### src/rtl/mem_access.sv
// mem_access: memory-access stage; one req/ack bus transaction per load/store, load write-back,
// alignment and bus-timeout error pulses. Rev 1.0
`default_nettype none

module mem_access #(
    parameter int XLEN    = 32,
    parameter int TIMEOUT = 16
) (
    input  logic            clk,
    input  logic            rst_n,
    input  logic            mem_load_en,
    input  logic [XLEN-1:0] mem_load_addr,
    input  logic [4:0]      mem_load_regs_addr,
    input  logic [1:0]      mem_store_mode,
    input  logic [XLEN-1:0] mem_store_addr,
    input  logic [XLEN-1:0] mem_store_data,
    output logic            bus_req,
    output logic            bus_we,
    output logic [XLEN-1:0] bus_addr,
    output logic [3:0]      bus_wstrb,
    output logic [XLEN-1:0] bus_wdata,
    input  logic            bus_ack,
    input  logic [XLEN-1:0] bus_rdata,
    output logic            regs_write_en,
    output logic [4:0]      regs_write_addr,
    output logic [XLEN-1:0] regs_write_data,
    output logic            pause_signal,
    output logic            misalign_err,
    output logic            bus_err
);

    localparam logic [1:0] IDLE  = 2'd0;
    localparam logic [1:0] LOAD  = 2'd1;
    localparam logic [1:0] STORE = 2'd2;
    localparam logic [1:0] WB    = 2'd3;
    localparam int         CW    = $clog2(TIMEOUT + 1);

    logic [1:0]      state;
    logic [CW-1:0]   cnt;
    logic [4:0]      rd;
    logic [XLEN-1:0] rdata_q;

    logic            load_bad, store_bad, load_ok, store_ok;
    logic            accept, reject, timeout_hit;
    logic [3:0]      wstrb_n;
    logic [XLEN-1:0] wdata_n;

    // A concurrent load request always wins; the store is then dropped entirely.
    always_comb begin
        load_bad  = mem_load_en && (mem_load_addr[1:0] != 2'b00);
        load_ok   = mem_load_en && (mem_load_addr[1:0] == 2'b00);
        store_bad = !mem_load_en &&
                    (((mem_store_mode == 2'b10) && mem_store_addr[0]) ||
                     ((mem_store_mode == 2'b11) && (mem_store_addr[1:0] != 2'b00)));
        store_ok  = !mem_load_en && (mem_store_mode != 2'b00) && !store_bad;
        accept    = (state == IDLE) && (load_ok || store_ok);
        reject    = (state == IDLE) && (load_bad || store_bad);
        timeout_hit = (cnt == CW'(TIMEOUT - 1));
        case (mem_store_mode)
            2'b01: begin
                wstrb_n = 4'b0001 << mem_store_addr[1:0];
                wdata_n = {(XLEN/8){mem_store_data[7:0]}};
            end
            2'b10: begin
                wstrb_n = 4'b0011 << mem_store_addr[1:0];
                wdata_n = {(XLEN/16){mem_store_data[15:0]}};
            end
            default: begin
                wstrb_n = 4'b1111;
                wdata_n = mem_store_data;
            end
        endcase
    end

    assign pause_signal    = rst_n && (accept || (state == LOAD) || (state == STORE));
    assign regs_write_en   = (state == WB) && (rd != 5'd0);
    assign regs_write_addr = rd;
    assign regs_write_data = rdata_q;

    always_ff @(posedge clk or negedge rst_n) begin
        if (!rst_n) begin
            state        <= IDLE;
            cnt          <= '0;
            rd           <= '0;
            rdata_q      <= '0;
            bus_req      <= 1'b0;
            bus_we       <= 1'b0;
            bus_addr     <= '0;
            bus_wstrb    <= '0;
            bus_wdata    <= '0;
            misalign_err <= 1'b0;
            bus_err      <= 1'b0;
        end else begin
            misalign_err <= reject;
            bus_err      <= 1'b0;
            case (state)
                IDLE: begin
                    if (accept) begin
                        cnt     <= '0;
                        bus_req <= 1'b1;
                        if (load_ok) begin
                            state     <= LOAD;
                            rd        <= mem_load_regs_addr;
                            bus_we    <= 1'b0;
                            bus_addr  <= {mem_load_addr[XLEN-1:2], 2'b00};
                            bus_wstrb <= 4'b0000;
                            bus_wdata <= '0;
                        end else begin
                            state     <= STORE;
                            bus_we    <= 1'b1;
                            bus_addr  <= {mem_store_addr[XLEN-1:2], 2'b00};
                            bus_wstrb <= wstrb_n;
                            bus_wdata <= wdata_n;
                        end
                    end
                end
                LOAD, STORE: begin
                    // An ack in the final allowed cycle still completes the access.
                    if (bus_ack) begin
                        bus_req <= 1'b0;
                        cnt     <= '0;
                        if (state == LOAD) begin
                            rdata_q <= bus_rdata;
                            state   <= WB;
                        end else begin
                            state   <= IDLE;
                        end
                    end else if (timeout_hit) begin
                        bus_req <= 1'b0;
                        bus_err <= 1'b1;
                        cnt     <= '0;
                        state   <= IDLE;
                    end else begin
                        cnt <= cnt + 1'b1;
                    end
                end
                default: state <= IDLE;
            endcase
        end
    end

endmodule

`default_nettype wire

### config.mk
export PLATFORM = sky130hd
export DESIGN_NAME = mem_access
export DESIGN_NICKNAME = d
export VERILOG_FILES = /design/src/rtl/mem_access.sv
export SDC_FILE = /design/constraint.sdc
export NUM_CORES = 1
export LEC_CHECK = 0
export BUFFER_PORTS_ARGS = -buffer_cell sky130_fd_sc_hd__buf_2
export CORE_AREA = 2 2 110 102
export DETAILED_ROUTE_END_ITERATION = 6
export DIE_AREA = 0 0 112 104
export PLACE_DENSITY_LB_ADDON = 0.1
export SKIP_CTS_REPAIR_TIMING = 1
export SYNTH_ARGS = -nofsm -noshare
export SYNTH_HDL_FRONTEND = slang
export SYNTH_SLANG_ARGS = --single-unit
### constraint.sdc
create_clock -name clk -period 3.7 [get_ports clk]
set_input_delay 0.74 -clock clk [delete_from_list [all_inputs] [get_ports clk]]
set_output_delay 0.74 -clock clk [all_outputs]
set_load 0.02 [all_outputs]
Yosys cells after proc, flatten, opt, wreduce, memory -nomap -nowiden
Cells that the tools add are included.
W data, S select, Z words.
{"block": "totals", "ff_bits": 116, "latchBits": 0, "ramBits": 0, "rom_bits": 0, "inputBits": 139, "out_inout_bits": 111, "elab_cells": 78, "mem_count": 0}
{"block": "classes", "add_sub_neg": 1, "mul": 0, "div_mod_pow": 0, "magnitude_cmp": 0, "eq_ne": 9, "shift": 2, "mux": 23, "bitwise_logic": 0, "n_reduce_logical": 32}
{"op": "$mux W32", "count": 2}
{"op": "$pmux W32 S2", "count": 1}
{"op": "$mux W5", "count": 3}
{"op": "$logic_and A1 B1 Y1", "count": 11}
{"op": "$mux W2", "count": 5}
{"op": "$pmux W5 S2", "count": 1}
{"op": "$reduce_and A3 Y1", "count": 3}
{"op": "$eq A2 B2 Y1 const B", "count": 4}
{"op": "$pmux W4 S2", "count": 1}
{"op": "$reduce_bool A2 Y1", "count": 4}
{"op": "$mux W1", "count": 7}
{"op": "$reduce_and A2 Y1", "count": 3}
{"op": "$add A5 B1 Y5 const B", "count": 1}
{"op": "$eq A5 B4 Y1 const B", "count": 1}
{"op": "$logic_or A1 B1 Y1", "count": 5}
{"op": "$reduce_bool A5 Y1", "count": 1}
{"op": "$eq A2 B1 Y1 const B", "count": 2}
{"op": "$logic_not A2 Y1", "count": 2}
{"op": "$mux W4", "count": 1}
{"op": "$pmux W2 S2", "count": 1}
{"op": "$shl A1 B2 Y4 const A", "count": 1}
{"op": "$shl A2 B2 Y4 const A", "count": 1}
{"op": "$ne A3 B3 Y1 const B", "count": 1}
{"op": "$logic_not A1 Y1", "count": 2}
{"op": "3 further kinds", "count": 3}

Logic depth before layout (Yosys ltp)
Gate-level depths: netlist of the first run.
{"block": "logic_depth", "depth_word": 11, "mapped_depth": 8, "depth_no_buf": 6}

Worst setup path before layout of the first run
OpenSTA, ideal clock, no wires.
{"block": "synth_path", "kind": "input to output", "startpoint": "input mem_store_mode[0]", "endpoint": "output pause_signal", "t_arrival_ns": 2.298, "t_required_ns": 2.960, "slack_ns": 0.662, "stages": 6, "path_buffers": 1, "path_cell_list": "inv_1 ha_1 a2111oi_4 o31ai_4 clkbuf_1 a21boi_0"}
{"block": "synth_via", "elab_chain_len": 11, "elab_cells_between_ends": 15, "classes_between": "2 x eq/ne; 13 x reduce/logical"}
{"element": "from (decl)", "line": "14", "source": "input logic [1:0] mem_store_mode,"}
{"element": "$eq A2 B2 Y1, on equally long branches", "line": "53, 54"}
{"element": "$logic_and A1 B1 Y1, on equally long branches", "line": "53, 54"}
{"element": "$logic_or A1 B1 Y1", "line": "53", "source": "(((mem_store_mode == 2'b10) && mem_store_addr[0]) ||"}
{"element": "$logic_and A1 B1 Y1", "line": "52", "source": "store_bad = !mem_load_en &&"}
{"element": "$logic_not A1 Y1", "line": "55", "source": "store_ok = !mem_load_en && (mem_store_mode != 2'b00) && !store_bad;"}
{"element": "$logic_and A1 B1 Y1 *", "line": "55"}
{"element": "$logic_or A1 B1 Y1 *", "line": "56", "source": "accept = (state == IDLE) && (load_ok || store_ok);"}
{"element": "$logic_and A1 B1 Y1 *", "line": "56"}
{"element": "$logic_or A1 B1 Y1 * (2 in a row)", "line": "75", "source": "assign pause_signal = rst_n && (accept || (state == LOAD) || (state == STORE));"}
{"element": "$logic_and A1 B1 Y1 *", "line": "75"}
{"element": "to (decl)", "line": "27", "source": "output logic pause_signal,"}
Mark *: on every way between the ends. The rest lies on a longest branch, timed or not.

Worst setup path after layout of the first run
Same ends and word-level chain as after synthesis.

==> results of run 1 <==
==> per-layer routing <==
layer / global-route usage (%) / up-vias / share of wire [%] / routed length [µm]
met5: 0 / - / 0 / 0
met4: 9.58 / 0 / 2.5 / 337
met3: 6.12 / 27 / 6.6 / 876
met2: 38.8 / 161 / 50 / 6700
met1: 28.8 / 2005 / 41 / 5450
li1: - / 2086 / - / -
==> worst register-to-register path, delay by kind of cell, from the launching register on <==
kind	cells	cell delay, ns
buf+inv	3	0.54
simple gates	1	0.11
flops	1	0.41
fa+ha+maj	1	0.40
compound gates	2	0.59
==> flip-flops by register name, summed over array words and instances, names as in the netlist <==
name and count:
bus_we 1, misalign_err 1, state 2, regs_write_data 32
bus_addr 30, cnt 5, bus_wstrb 4, bus_err 1
bus_wdata 32, regs_write_addr 5, bus_req 1
==> placed cells by master, fill, tap and decap left out, types with 5 or more instances in the layout <==
cell type and n:
sky130_fd_sc_hd__buf_2 246, sky130_fd_sc_hd__o21ai_1 8, sky130_fd_sc_hd__clkbuf_16 17, sky130_fd_sc_hd__ha_1 9
sky130_fd_sc_hd__a31oi_1 8, sky130_fd_sc_hd__clkinv_2 5, sky130_fd_sc_hd__a22oi_1 8, sky130_fd_sc_hd__nor2b_1 11
sky130_fd_sc_hd__dfrtp_1 114, sky130_fd_sc_hd__a22o_1 12, sky130_fd_sc_hd__nor2_1 21, sky130_fd_sc_hd__buf_4 7
sky130_fd_sc_hd__inv_1 8, sky130_fd_sc_hd__mux2i_1 31, sky130_fd_sc_hd__a21oi_1 5, sky130_fd_sc_hd__nand2_1 74
sky130_fd_sc_hd__o21ai_0 49, sky130_fd_sc_hd__mux2_2 40
==> worst max-delay path by stage <==
stage                         endpoint  slack [ns]
after floorplan           pause_signal        0.66
after global placement    pause_signal        0.70
after detailed placement  pause_signal        0.68
after CTS                 pause_signal        0.67
after global routing      pause_signal        0.56
final                     pause_signal        0.69
==> metrics by stage <==
stage | setup slack, ns | hold WS [ns] | cell area, µm² | util, % | power, W
floorplan | 0.662 | 0.434 | 5130 | - | 0.00362
detailed placement | 0.677 | 0.457 | 6450 | 61.2 | 0.00451
global placement | 0.700 | 0.454 | 6450 | 61.2 | 0.00444
global route | 0.563 | 0.293 | 6990 | 66.3 | 0.00634
CTS | 0.672 | 0.278 | 6990 | 66.3 | 0.00603
finish | 0.685 | 0.267 | 6990 | 66.3 | 0.00597
==> where the power goes <==
part           internal, W  total [W]  leakage, nW  switching (W)
Sequential         0.00180    0.00208         1.44       0.000280
Combinational     0.000893    0.00239         1.91        0.00150
Clock             0.000978    0.00150        0.275       0.000523
==> cells by family (layout without fill, tap and decap cells) <==
| logic type | after synthesis | after routing | synth area share [%] |
|---|---|---|---|
| mux | 71 | 71 | 14.8 |
| flops | 114 | 114 | 55.6 |
| fa+ha+maj | 9 | 9 | 2.20 |
| buf+inv | 37 | 291 | 3.37 |
| compound gates | 105 | 105 | 13.6 |
| simple gates | 121 | 121 | 10.3 |
| other cells | 1 | 2 | 0.0731 |
==> layout make-up <==
class | count | area share [%]
sequential | 114 | 40.8
multi-input combinational | 308 | 30.2
timing repair buffer | 253 | 18.4
clock buffer | 24 | 7.03
tap | 133 | 2.38
clock inverter | 6 | 0.787
inverter | 8 | 0.429
==> impl_results.md, run 1 <==
- Proportion of register bits with asynchronous set or reset after synthesis: 100%
- Average routed wire per standard cell: 15.8 µm
- Total number of yosys warnings: 0
- Peak ir drop on the vdd network: 437 µV
- Number of DRC violations after detailed-routing iteration 0: 229
- Diode insertion count for antenna repair: 0
- Post-synthesis instance area: 5130 µm²
- CTS max path bufs: 2
- Vias: 4279
- Cell at the slowest stage of the critical path: sky130_fd_sc_hd__a2111oi_4
- Number of antenna violations at the first check in global routing: 0
- Highest fanout seen on the critical path: 13
- Filler cell count: 854
- Yosys reg bits: 114
- Post-synthesis cell type count: 41
- Via/cell ratio: 5.06
- Buffer cell driving the clock tree root: sky130_fd_sc_hd__clkbuf_16
- Final Cycle Share: 81.5%
- Clock slew seen by the registers of the worst setup and hold paths: 0.05 ns
- Top cell type's share of synthesized area: 55.6%
- Worst slew margin relative to its limit: 30.3%
- Cell count after placement: 816
- Net count, final: 850
- Share of layout cells above drive strength 1: 46.0%
- Path type of the worst setup path: in2out
- Setup Skew: 0.00474 ns
- Height of the chip: 104 µm
- Number of global-route vias before repair: 4241
- Required time at the endpoint of the critical path: 2.96 ns
- Count of final hold-check violations: 0
- Worst r2r src: state[0]
- Site Rows: 36
- FF-to-FF setup slack: 1.55 ns
- Layout area overhead: 36.3%
- Routability congestion estimate: 0.806
- Count of buffers from port buffering: 247
- Endpoint kind of the worst setup timing path: output pin
- Arrival @ worst endpoint: 2.27 ns
- Global route overflow: 0
- Cells along the critical path: buf_2 -> inv_1 -> ha_1 -> a2111oi_4 -> o31ai_4 -> a21boi_0 -> buf_2
- Area of the multi-input gates: 2110 µm²
- Sequential cell area fraction in the yosys report: 55.6%
- Most frequently used flop master after synthesis: sky130_fd_sc_hd__dfrtp_1
- DRC viols: 0
- Launching instance or port of the critical path: mem_store_mode[0]
- Crit start category: input port
- RSZ-0062 raised after global routing: no
- Final wirelength: 13.4 mm
- Largest net degree at the start of global routing: 98
- First-pass GRT wire length: 21.5 mm
- Cts bufs inserted: 17
- Critical path depth: 7
- Reg-to-Reg End: bus_wdata[25]
- Fmax: 332 MHz
- Setup Viol. Count Final: 0
- Status: completed
- Gate count of the mapped netlist: 458
- Area of the die: 11600 µm²
- Top area cells in the synthesized netlist: sky130_fd_sc_hd__dfrtp_1 56%, sky130_fd_sc_hd__mux2_2 8.8%, sky130_fd_sc_hd__mux2i_1 6.0%, sky130_fd_sc_hd__nand2_1 5.4%, sky130_fd_sc_hd__o21ai_0 4.8%
- Horiz. Die Dim: 112 µm
- Fin cells: 846
- Final max-slew violation count: 0
- Cell family contributing the most delay on the critical path: compound AO/OA/AOI/OAI gates
- CTS tree: yes
- Post-Route Setup TNS: 0 ns
- Clock insertion delay at the later pin of the skew report: 0.41 ns
- Shortest period the worst path allows: 3.01 ns
- Static leakage: 3.63 nW
- Largest stage delay on the critical path: 0.53 ns
- Most common library cells after synthesis: 114 x sky130_fd_sc_hd__dfrtp_1, 74 x sky130_fd_sc_hd__nand2_1, 49 x sky130_fd_sc_hd__o21ai_0
- Total clock sinks: 114
- Max-capacitance violation count: 0
- Worst hold path class: in2async
- CP bufs+invs: 3
- Detailed-routing iteration count for the pre-antenna-repair pass: 5
- Total GRT Usage: 23.2%
- Transition at the pin with the smallest max-transition slack: 1.05 ns
- Number of cells on the worst reg-to-reg path: 7
- Sequential cell area: 2850 µm²
- Area inside the core boundary: 10500 µm²
- # H-tree levels: 4
- Number of flops mapped to enable cells by yosys: 0
- Starting utilization of the core area: 48.7%
- Top-level port count: 250
- Syn_area_per_cell: 11.2 µm²
- Number of nets with antenna violations after detailed routing: 0
- Most frequent cell after synthesis: sky130_fd_sc_hd__dfrtp_1
- Cell Pwr Density: 854 nW/µm²
- Critical path's most frequent cell: sky130_fd_sc_hd__buf_2
- Leading area contributor after synthesis: sky130_fd_sc_hd__dfrtp_1
- Detailed placement HPWL: 9.77 mm
(Power assumes the default switching activity.)
==> run 2, diff against run 1 <==
--- a/config.mk
+++ b/config.mk
@@ -6,9 +6,9 @@
 export NUM_CORES = 1
 export LEC_CHECK = 0
 export BUFFER_PORTS_ARGS = -buffer_cell sky130_fd_sc_hd__buf_2
-export CORE_AREA = 2 2 110 102
+export CORE_AREA = 2 2 120 110
 export DETAILED_ROUTE_END_ITERATION = 6
-export DIE_AREA = 0 0 112 104
+export DIE_AREA = 0 0 122 112
 export PLACE_DENSITY_LB_ADDON = 0.1
 export SKIP_CTS_REPAIR_TIMING = 1
 export SYNTH_ARGS = -nofsm -noshare
==> constraint.sdc (replaced) <==
create_clock -name clk -period 2.68 [get_ports clk]
set_input_delay 0.536 -clock clk [delete_from_list [all_inputs] [get_ports clk]]
set_output_delay 0.536 -clock clk [all_outputs]
set_load 0.02 [all_outputs]
==> run 2 against run 1 <==
Global-route usage decreased by 2.6 points. Worst hold slack got worse by 0.049 ns. Combinational power is 39% higher. Worst setup slack worse by 0.52 ns. Count of clock-buffer cells in the layout down 3. Wire length grew 3.5%. Sequential power grew 38%. Register-to-register slack worse by 0.98 ns. Via count is 0.49% higher.
==> impl_results.md, run 2 (same netlist as run 1, synthesis figures left out) <==
- Global route overflow: 0
- First-pass GRT wire length: 21.4 mm
- Horiz. Die Dim: 122 µm
- Required time at the endpoint of the critical path: 2.14 ns
- Launching instance or port of the critical path: mem_store_mode[0]
- Detailed-routing iteration count for the pre-antenna-repair pass: 4
- Buffer cell driving the clock tree root: sky130_fd_sc_hd__clkbuf_16
- Share of layout cells above drive strength 1: 46.7%
- Number of global-route vias before repair: 4282
- RSZ-0062 raised after global routing: no
- Average routed wire per standard cell: 15.7 µm
- Worst r2r src: state[0]
- Most used cells in the layout excluding fill and tap cells: 246 x sky130_fd_sc_hd__buf_2, 114 x sky130_fd_sc_hd__dfrtp_1, 74 x sky130_fd_sc_hd__nand2_1
- CTS tree: yes
- Path type of the worst setup path: in2out
- Total power draw: 0.00870 W
- Static leakage: 3.70 nW
- Timing endpoint of the critical path: pause_signal
- Net count, final: 852
- Cts bufs inserted: 17
- Most common cell after layout, fill and taps aside: sky130_fd_sc_hd__buf_2
- # H-tree levels: 4
- Endpoint kind of the worst setup timing path: output pin
- Setup Viol. Count Final: 0
- Worst slew margin relative to its limit: 35.3%
- Fmax: 397 MHz
- Top-level port count: 250
- Detailed placement HPWL: 10.2 mm
- Final max-slew violation count: 0
- Area inside the core boundary: 12400 µm²
- CTS max path bufs: 2
- Total cell area at the placement stage: 6530 µm²
- Area of the multi-input gates: 2110 µm²
- Max-capacitance violation count: 0
- Arrival @ worst endpoint: 1.98 ns
- Vias: 4300
- Cell Pwr Density: 1210 nW/µm²
- Height of the chip: 112 µm
- Status: completed
- Layout area overhead: 40.1%
- Site Rows: 39
- Total GRT Usage: 20.7%
- Transition at the pin with the smallest max-transition slack: 0.971 ns
- DRC viols: 0
- Via/cell ratio: 4.88
- Fin worst setup slack: 0.164 ns
- Sequential cell area: 2850 µm²
- Filler cell count: 1117
- Peak ir drop on the vdd network: 532 µV
- Highest fanout seen on the critical path: 4
- Reg-to-Reg End: bus_wdata[8]
- Clock slew seen by the registers of the worst setup and hold paths: 0.05 ns
- Final Cycle Share: 93.9%
- Worst hold path class: in2async
- Number of DRC violations after detailed-routing iteration 0: 185
- Count of final hold-check violations: 0
- Final wirelength: 13.8 mm
- Largest net degree at the start of global routing: 98
- Setup Skew: 0.00626 ns
- Number of nets with antenna violations after detailed routing: 0
- FF-to-FF setup slack: 0.57 ns
- Area of the die: 13700 µm²
- Crit start category: input port
- Clock insertion delay at the later pin of the skew report: 0.41 ns
- Post-Route Setup TNS: 0 ns
- Number of antenna violations at the first check in global routing: 0
- Routability congestion estimate: 0.848
- Final instance area: 7190 µm²
- End-of-flow core utilization: 57.7%
- Starting utilization of the core area: 41.2%
- Diode insertion count for antenna repair: 0
- Count of buffers from port buffering: 247
- Number of cells on the worst reg-to-reg path: 7
- Total clock sinks: 114
- Shortest period the worst path allows: 2.52 ns
- Setup Slack @ Placement: 0.106 ns
-- run 2: worst min-delay path by stage --
stage | start | to | slack [ns] | cells after the start
finish | rst_n | bus_wdata[1] | 0.22 | 2
global route | rst_n | bus_wdata[16] | 0.24 | 2
CTS | rst_n | bus_wdata[16] | 0.23 | 2
detailed placement | cnt[4] | bus_err | 0.46 | 1
global placement | bus_addr[31] | bus_addr[31] | 0.46 | 2
floorplan | rst_n | bus_addr[10] | 0.24 | 0
-- run 2: metrics by stage --
stage | hold slack, ns | instances
after floorplan | 0.240 | 459
after global placement | 0.455 | 849
after detailed placement | 0.457 | 849
after CTS | 0.231 | 881
after global routing | 0.239 | 881
final | 0.218 | 881
-- run 2: area by class of cell --
cell class | count | area share (%)
Clock buffer | 21 | 6.69
Clock inverter | 11 | 2.51
Inverter | 8 | 0.418
Multi-Input combinational cell | 308 | 29.4
Sequential cell | 114 | 39.7
Tap cell | 164 | 2.86
Timing Repair Buffer | 255 | 18.4
-- run 2: power breakdown --
| group | internal [W] | leakage [nW] | total (W) | switching, W |
|---|---|---|---|---|
| registers | 0.00248 | 1.44 | 0.00287 | 0.000389 |
| logic | 0.00125 | 1.93 | 0.00333 | 0.00208 |
| clock network | 0.00174 | 0.332 | 0.00249 | 0.000757 |
| total | 0.00547 | 3.70 | 0.00870 | 0.00323 |
-- run 2: layer usage --
metal	part of all wire (%)	global-route usage, %	up-vias
met5	0	0	-
met4	1.9	8.12	0
met3	7.3	6.20	18
met2	49	34.8	159
met1	41	24.8	2032
li1	-	-	2091
-- run 2: worst max-delay path: stages --
cell and delay, ns:
sky130_fd_sc_hd__buf_2 0.10, sky130_fd_sc_hd__inv_1 0.06, sky130_fd_sc_hd__ha_1 0.29, sky130_fd_sc_hd__a2111oi_4 0.46, sky130_fd_sc_hd__o31ai_4 0.08, sky130_fd_sc_hd__a21boi_0 0.23
sky130_fd_sc_hd__buf_2 0.23
==> run 3, diff against run 2 <==
--- a/config.mk
+++ b/config.mk
@@ -6,9 +6,9 @@
 export NUM_CORES = 1
 export LEC_CHECK = 0
 export BUFFER_PORTS_ARGS = -buffer_cell sky130_fd_sc_hd__buf_2
-export CORE_AREA = 2 2 120 110
+export CORE_AREA = 2 2 114 116
 export DETAILED_ROUTE_END_ITERATION = 6
-export DIE_AREA = 0 0 122 112
+export DIE_AREA = 0 0 116 118
 export PLACE_DENSITY_LB_ADDON = 0.1
 export SKIP_CTS_REPAIR_TIMING = 1
 export SYNTH_ARGS = -nofsm -noshare
==> run 3 against run 2 <==
Maximum frequency up 3.0%. Worst setup slack better by 0.074 ns. Register-to-register slack about the same. Design area down 0.23%. Total power down 1.5%. Combinational power about the same. Sequential share of layout area up 0.090 points. Count of clock-buffer cells in the layout up 1. Global-route usage about the same. Via count down 0.74%. First-iteration DRC count up 24%. Largest cell class unchanged.
==> impl_results.md, run 3 (same netlist as run 1, synthesis figures left out) <==
- Total power draw: 0.00856 W
- FF-to-FF setup slack: 0.58 ns
- Post-Route Setup TNS: 0 ns
- Final hold slack: 0.244 ns
- Most used cells in the layout excluding fill and tap cells: 246 x sky130_fd_sc_hd__buf_2, 114 x sky130_fd_sc_hd__dfrtp_1, 74 x sky130_fd_sc_hd__nand2_1
- Static leakage: 3.68 nW
- Required time at the endpoint of the critical path: 2.14 ns
- DRC viols: 0
- Vias: 4268
- Peak ir drop on the vdd network: 485 µV
- Cells along the critical path: buf_2 -> inv_1 -> ha_1 -> a2111oi_4 -> o31ai_4 -> a21boi_0 -> buf_2
- Endpoint kind of the worst setup timing path: output pin
- Critical path's most frequent cell: sky130_fd_sc_hd__buf_2
- Cell family contributing the most delay on the critical path: compound AO/OA/AOI/OAI gates
- Transition at the pin with the smallest max-transition slack: 0.880 ns
- Starting utilization of the core area: 41.3%
- NetSw: 0.00322 W
- Setup Skew: 0.00550 ns
- Top-level port count: 250
- CTS tree: yes
- Shortest period the worst path allows: 2.44 ns
- Final max-slew violation count: 0
- Net Sw Frac: 37.6%
- Status: completed
- Area of the die: 13700 µm²
- Count of final hold-check violations: 0
- Gate power share: 38.7%
- Number of antenna violations at the first check in global routing: 2
- Worst hold path class: in2async
- Height of the chip: 118 µm
- Internal power: 0.00535 W
- RSZ-0062 raised after global routing: no
- Total GRT Usage: 20.7%
- Layout area overhead: 39.8%
- Final wirelength: 13.6 mm
- Routability congestion estimate: 0.821
- Arrival @ worst endpoint: 1.91 ns
- Number of DRC violations after detailed-routing iteration 0: 229
- Cell count after placement: 859
- Global route overflow: 0
- Clock slew seen by the registers of the worst setup and hold paths: 0.05 ns
- Share of power burned in the clock network: 27.8%
- Net count, final: 854
- Filler cell count: 1107
- CP bufs+invs: 3
- First-pass GRT wire length: 21.8 mm
- Via/cell ratio: 4.78
- Site Rows: 41
- Final Cycle Share: 91.1%
- Buffer cell driving the clock tree root: sky130_fd_sc_hd__clkbuf_16
- Most common cell after layout, fill and taps aside: sky130_fd_sc_hd__buf_2
- CTS max path bufs: 2
- Clock insertion delay at the later pin of the skew report: 0.41 ns
- Area inside the core boundary: 12400 µm²
- Cts bufs inserted: 17
- Max-capacitance violation count: 0
- Largest stage delay on the critical path: 0.45 ns
- Number of global-route vias before repair: 4383
- Setup Viol. Count Final: 0
- Fin cells: 892
- Share of layout cells above drive strength 1: 46.6%
- Cell at the slowest stage of the critical path: sky130_fd_sc_hd__a2111oi_4
- Detailed placement HPWL: 10.1 mm
- # H-tree levels: 4
- Number of nets with antenna violations after detailed routing: 0
- Cell Pwr Density: 1190 nW/µm²
- Count of buffers from port buffering: 247
- Highest fanout seen on the critical path: 4
- Total clock sinks: 114
- Worst slew margin relative to its limit: 41.3%
- Crit start category: input port
- Share of power burned in registers: 33.5%
- Horiz. Die Dim: 116 µm
- Path type of the worst setup path: in2out
- Largest net degree at the start of global routing: 115
- Average routed wire per standard cell: 15.3 µm
- Fmax: 410 MHz
- Detailed-routing iteration count for the pre-antenna-repair pass: 4
run 3: cell types whose count changed in the layout (fill, tap and decap cells not counted), sizes merged:
cell      before  now
diode          0    1
bufinv         5    4
buf          255  257
clkbuf        21   22
clkinvlp       0    2
clkinv         6    4
run 3: per-stage QoR:
step                      util (%)  setup WS, ns  cell area [µm²]
after global placement        52.7         0.173             6540
after CTS                     57.7         0.236             7170
final                         57.8         0.238             7170
after floorplan                  -        0.0501             5130
after global routing          57.8         0.130             7170
after detailed placement      52.7        0.0910             6540
run 3: layout make-up:
type,instances,area [µm²],area share [%]
clock buffers,22,474,6.61
inverters,8,30.0,0.419
multi-input cells,308,2110,29.5
flip-flops and latches,114,2850,39.8
clock inverters,10,155,2.16
well taps,172,215,3.00
diodes,1,2.50,0.0349
repair buffers,257,1330,18.5
run 3: final timing paths:
check	startpoint	endpoint	cells after the start
worst max-delay path	mem_store_mode[0]	pause_signal	7
worst min-delay path	rst_n	bus_wdata[11]	2
worst max register to register	state[0]	bus_addr[25]	5
worst min register to register	cnt[4]	bus_err	1
max in group asynchronous	rst_n	bus_addr[9]	2
min in group clk	bus_rdata[6]	regs_write_data[6]	2
run 3: power by group through the flow:
stage | registers (W) | clock network, W | logic [W]
finish | 0.00287 | 0.00238 | 0.00332
detailed placement | 0.00289 | 0 | 0.00337
global route | 0.00297 | 0.00251 | 0.00362
floorplan | 0.00378 | 0 | 0.00122
CTS | 0.00287 | 0.00242 | 0.00338
global placement | 0.00287 | 0 | 0.00330
run 3: routing by layer:
layer,share of wire [%],vias up,routed length (µm),global-route usage (%)
li1,-,2088,-,-
met1,41,1987,5570,25.0
met2,49,163,6670,33.7
met3,7.4,28,1010,6.13
met4,2.6,2,352,9.75
met5,0.096,-,13,0
